<file path="src/rtl/expr_seq_pkg.sv">
// Shared types and constants for the expression-vector sequencer: FSM states,
// LFSR taps, MISR polynomial and default widths.
package expr_seq_pkg;

  typedef enum logic [2:0] {
    S_IDLE  = 3'd0,
    S_LOAD  = 3'd1,
    S_RUN   = 3'd2,
    S_DRAIN = 3'd3,
    S_DONE  = 3'd4
  } state_t;

  localparam int DEF_VEC_W = 60;
  localparam int DEF_RES_W = 90;
  localparam int DEF_CNT_W = 16;

  // x^64+x^63+x^61+x^60+1 -> taps on bits 63,62,60,59
  localparam logic [63:0] LFSR_TAPS = 64'hD800_0000_0000_0000;
  localparam logic [31:0] MISR_POLY = 32'h04C1_1DB7;

  function automatic logic [63:0] lfsr_step(input logic [63:0] s);
    return {s[62:0], ^(s & LFSR_TAPS)};
  endfunction

endpackage

</file>
<file path="src/rtl/misr32.sv">
// 32-bit multiple-input signature register: CRC-32 style shift with the
// folded result XORed in on every enabled cycle.
module misr32
  import expr_seq_pkg::*;
(
  input  logic        clk,
  input  logic        reset,
  input  logic        i_init,
  input  logic        i_en,
  input  logic [31:0] i_fold,
  output logic [31:0] o_sig
);

  logic [31:0] r_sig;
  logic [31:0] w_shift;

  assign w_shift = {r_sig[30:0], 1'b0} ^ (r_sig[31] ? MISR_POLY : 32'h0);

  always_ff @(posedge clk) begin
    if (reset) begin
      r_sig <= '0;
    end else if (i_init) begin
      r_sig <= 32'hFFFF_FFFF;
    end else if (i_en) begin
      r_sig <= w_shift ^ i_fold;
    end
  end

  assign o_sig = r_sig;

endmodule

</file>
<file path="src/rtl/expr_vec_sequencer.sv">
// Applies num_vec LFSR-generated operand vectors to an external datapath and
// compresses the registered results into a 32-bit MISR signature.
module expr_vec_sequencer
  import expr_seq_pkg::*;
#(
  parameter int VEC_W = DEF_VEC_W,
  parameter int RES_W = DEF_RES_W,
  parameter int CNT_W = DEF_CNT_W
) (
  input  logic             clk,
  input  logic             reset,
  input  logic             start,
  input  logic [31:0]      seed,
  input  logic [CNT_W-1:0] num_vec,
  output logic [VEC_W-1:0] operands,
  input  logic [RES_W-1:0] result,
  output logic             busy,
  output logic             done,
  output logic [31:0]      sig,
  output logic [CNT_W-1:0] vec_idx
);

  state_t           r_state;
  state_t           w_next;
  logic [63:0]      r_lfsr;
  logic [31:0]      r_seed;
  logic [CNT_W-1:0] r_num;
  logic [CNT_W-1:0] r_vec_idx;
  logic [RES_W-1:0] r_res_q;
  logic             r_res_v;
  logic             w_last;
  logic [95:0]      w_res_ext;
  logic [31:0]      w_fold;

  // Compare against num_vec-1 rather than vec_idx+1 so all-ones does not wrap
  assign w_last = (r_vec_idx == (r_num - CNT_W'(1)));

  always_comb begin
    w_next = r_state;
    case (r_state)
      S_IDLE:  if (start) w_next = S_LOAD;
      S_LOAD:  w_next = (r_num != '0) ? S_RUN : S_DONE;
      S_RUN:   if (w_last) w_next = S_DRAIN;
      S_DRAIN: w_next = S_DONE;
      S_DONE:  w_next = S_IDLE;
      default: w_next = S_IDLE;
    endcase
  end

  always_ff @(posedge clk) begin
    if (reset) begin
      r_state   <= S_IDLE;
      r_lfsr    <= '0;
      r_seed    <= '0;
      r_num     <= '0;
      r_vec_idx <= '0;
      r_res_q   <= '0;
      r_res_v   <= 1'b0;
    end else begin
      r_state <= w_next;
      case (r_state)
        S_IDLE: begin
          if (start) begin
            r_seed <= seed;
            r_num  <= num_vec;
          end
        end
        S_LOAD: begin
          r_lfsr    <= {~r_seed, r_seed};
          r_vec_idx <= '0;
          r_res_v   <= 1'b0;
        end
        S_RUN: begin
          r_res_q   <= result;
          r_res_v   <= 1'b1;
          r_lfsr    <= lfsr_step(r_lfsr);
          r_vec_idx <= r_vec_idx + CNT_W'(1);
        end
        S_DRAIN, S_DONE: r_res_v <= 1'b0;
        default: r_res_v <= 1'b0;
      endcase
    end
  end

  assign w_res_ext = 96'(r_res_q);
  assign w_fold    = w_res_ext[95:64] ^ w_res_ext[63:32] ^ w_res_ext[31:0];

  misr32 u_misr (
    .clk    (clk),
    .reset  (reset),
    .i_init (r_state == S_LOAD),
    .i_en   (r_res_v),
    .i_fold (w_fold),
    .o_sig  (sig)
  );

  assign operands = r_lfsr[VEC_W-1:0];
  assign busy     = (r_state != S_IDLE);
  assign done     = (r_state == S_DONE);
  assign vec_idx  = r_vec_idx;

endmodule

</file>
<file path="config.mk">
export PLATFORM = sky130hd
export DESIGN_NAME = expr_vec_sequencer
export DESIGN_NICKNAME = d
export VERILOG_FILES = /design/src/rtl/expr_seq_pkg.sv /design/src/rtl/misr32.sv /design/src/rtl/expr_vec_sequencer.sv
export SDC_FILE = /design/constraint.sdc
export NUM_CORES = 1
export LEC_CHECK = 0
export ABC_AREA = 1
export CAP_MARGIN = 25
export CORE_ASPECT_RATIO = 1.4
export CORE_MARGIN = 2
export CORE_UTILIZATION = 30
export CTS_BUF_LIST = sky130_fd_sc_hd__clkbuf_4
export DETAILED_ROUTE_END_ITERATION = 16
export SLEW_MARGIN = 5
export SYNTH_ARGS = -nofsm -noshare
export SYNTH_HDL_FRONTEND = slang
export SYNTH_SLANG_ARGS = --single-unit
</file>
<file path="constraint.sdc">
create_clock -name clk -period 4.3 [get_ports clk]
set_input_delay 0.43 -clock clk [delete_from_list [all_inputs] [get_ports clk]]
set_output_delay 0.43 -clock clk [all_outputs]
set_load 0.01 [all_outputs]
</file>
==> impl_metrics.yaml <==
clocking:
  clockBufferDepth: 3
  cts_hold_buf: 0
  cts_tree: "built"
  clkTransAtPathRegs_ns: 0.06
  root_buffer: "clkbuf_4"
  clock_sinks: 254
  cts_buffers: 68
  cts_resized: 0
  cts_setup_buffers: 0
  clk-insertion-delay-late_ns: 0.70
  htreeDepth: 3
placed_design:
  gp_congestion: 0.8216
  dp_worst_setup_slack_ns: 1.593
  portBuffers: 250
  place_inst: 2072
  hpwl_um: 21220
drt:
  drtIter0Drc: 407
  vias: 10078
  drt-pass1-iter-count: 7
  drc: 0
  drt-total-wl_um: 31180
  viasPerCell: 4.614
  drt-wirelength-per-cell_um: 14.28
  antenna_left: 0
worst_setup_path:
  critical_path_class: "reg2reg"
  slowest_stage: "inv_4"
  endpoint_kind: "flop"
  path_delay_family: "buffers and inverters"
  cp_num_buf_inv: 2
  cp_slowest_stage_delay_ns: 0.87
  crit_fanout: 83
  crit_required_ns: 4.90
  cp.arrival_ns: 3.25
  startpoint_type: "flop"
  path_cells: "nor2_2, nand2_4, inv_4, buf_4, nor2_1, nor2_1"
  crit_path_frequent_cell: "nor2_1"
sta:
  setup-tns-final_ns: 0
  finalClockSkew_ns: 0.03334
  hold_ws_ns: 0.2613
  hold_violations: 0
  max_slew.worst_pin.slew_ns: 0.9089
  finalCriticalPeriod_ns: 2.646
  worst_slack_ns: 1.654
  slew_viol_final: 0
  fmax_mhz: 378.0
  slew_headroom_pct: 39.41
  fin_crit_sh_pct: 61.53
  rsz0062_at_grt: "no"
  setup-violations-final: 0
power:
  peakVddDrop_mv: 0.2321
  p_per_area_nw_per_um2: 546.2
  p_leak_uw: 0.005618
final_layout:
  final_util_pct: 39.06
  synthToLayoutAreaGrowth_pct: 28.49
  fin_cells: 2184
  filler_cell_count: 3887
  drive_gt1_share_pct: 8.543
  fin_nets: 1815
grt:
  antenna_found_initial: 4
  grt_usage_pct: 15.62
  grt_pass1_wl_um: 49880
  grt_max_degree: 111
  grt_overflow: 0
  grt_pass1_vias: 10039
logic_synthesis:
  synth_area_um2: 11400
  syn_area_per_cell_um2: 7.695
  synth_fp_nets: 1626
  synth_seq_area_share_pct: 44.59
  yosysUniqueCellTypes: 38
  synth_warnings: 0
  synth_cells: 1482
  ys_ff_latch: 254
flow_run:
  cap_violations: 0
floorplan:
  die_w_um: 168.8
  die_area_um2: 39610
  dieHeight_um: 234.7
  initial_core_util_pct: 30.40
  core_area_um2: 37520
  num_rows: 84
  ios: 251
run_status:
  outcome: "complete, no violations"
worst_hold_path:
  hold_class: "in2reg"
## path summary, 6_finish.rpt
path,from,end,slack (ns),depth (start not counted)
worst min register to register,r_seed[31]$_SDFFE_PP0P_,r_seed[31]$_SDFFE_PP0P_,0.45,2
worst max register to register,r_state[2]$_SDFFE_PP0P_,r_res_q[88]$_SDFFE_PP0P_,1.65,6
worst max-delay path,r_state[2]$_SDFFE_PP0P_,r_res_q[88]$_SDFFE_PP0P_,1.65,6
worst min-delay path,reset,r_seed[1]$_SDFFE_PP0P_,0.26,4
## per-stage QoR
| step | total power [uW] | cell area (um2) |
|---|---|---|
| finish | 8003 | 14650 |
| global route | 8597 | 14650 |
| CTS | 8147 | 14600 |
| detailed placement | 5980 | 13790 |
| global placement | 5925 | 13790 |
| floorplan | 5097 | 11400 |
## where the power goes
group / total [uW] / leakage [uW] / switching (uW) / internal [uW]
clock: 2090 / 0.000493 / 966 / 1130
sequential: 3220 / 0.00208 / 378 / 2840
combinational: 2690 / 0.00304 / 1450 / 1240
total: 8000 / 0.00562 / 2800 / 5210
## logic make-up (layout without fill, tap and decap cells)
group / count (synthesis) / in the layout / synth area share (%)
xor gates and xnor gates: 120 / 120 / 9.216
AOI/OAI and AO/OA: 301 / 301 / 14.76
buffers and inverters: 275 / 502 / 11.50
adders and majority gates: 3 / 3 / 0.3292
and+or+nand+nor: 529 / 529 / 19.62
other: 0 / 2 / 0
DFF: 254 / 254 / 44.59
## per-layer routing
layer / vias to the layer above / GRT usage, % / part of all wire (%)
met5: - / 0 / 0.087
met4: 4 / 8.046 / 3.8
met3: 79 / 4.346 / 5.9
met2: 269 / 28.28 / 51
met1: 4603 / 16.30 / 39
li1: 5123 / - / -
## sequential cells by signal, indices dropped and copies added (netlist names)
name / flops
u_misr.o_sig: 32
vec_idx: 16
r_num: 16
r_res_v: 1
r_seed: 32
r_res_q: 90
r_state: 3
r_lfsr: 64
## Yosys cell counts, drive strengths merged
cell	number	share of area, %
nor3	22	1.1
a22oi	3	0.20
nor2	304	10
a311oi	1	0.077
a21oi	67	2.9
a31o	1	0.077
o221ai	26	2.0
clkbuf	56	1.9
ha	3	0.33
o31a	1	0.077
nor4	21	1.3
a211oi	3	0.20
a221oi	2	0.21
nand3b	7	0.46
dfxtp	254	45
buf	87	5.2
or2	3	0.16
nand2	153	5.2
inv	132	4.3
nand3	19	0.99
o21ai	166	7.3
xnor2	68	5.2
a31oi	31	1.7
xor2	52	4.0
## layout by cell type (no fill, tap or decap), types with 3 or more instances in the layout
master / Yosys / final
xor2_1: 52 / 52
dfxtp_1: 254 / 254
nor3_1: 20 / 20
nor4_1: 20 / 20
ha_1: 3 / 3
inv_2: 3 / 5
nand3b_1: 7 / 7
nor2_1: 294 / 294
nand2_1: 147 / 146
a21oi_1: 67 / 67
nand2_2: 5 / 6
o21ai_0: 166 / 166
o221ai_1: 26 / 26
buf_4: 65 / 9
nand3_1: 17 / 16
clkbuf_4: 0 / 95
a211oi_1: 3 / 3
nor2_2: 6 / 6
inv_1: 129 / 128
nor2_4: 4 / 4
xnor2_1: 68 / 68
a31oi_1: 31 / 31
a22oi_1: 3 / 3
clkdlybuf4s50_1: 0 / 249
or2_2: 3 / 3
clkinv_1: 0 / 7
## worst reg2reg max path, cell delays in order (launching register included)
cell and delay [ns]:
dfxtp_1 0.33, nor2_2 0.26, nand2_4 0.46, inv_4 0.88
buf_4 0.46, nor2_1 0.09, nor2_1 0.10
## final cells by class
type / count / area [um2] / area share, %
flip-flops and latches: 254 / 5085 / 34.70
clock inverters: 13 / 102.6 / 0.7001
inverters: 132 / 500.5 / 3.415
diodes: 2 / 5.005 / 0.03415
multi-input cells: 953 / 5024 / 34.28
clock buffers: 95 / 713.2 / 4.867
well taps: 473 / 591.8 / 4.039
repair buffers: 262 / 2633 / 17.96
No activity file was read; power rests on OpenSTA's default activity.
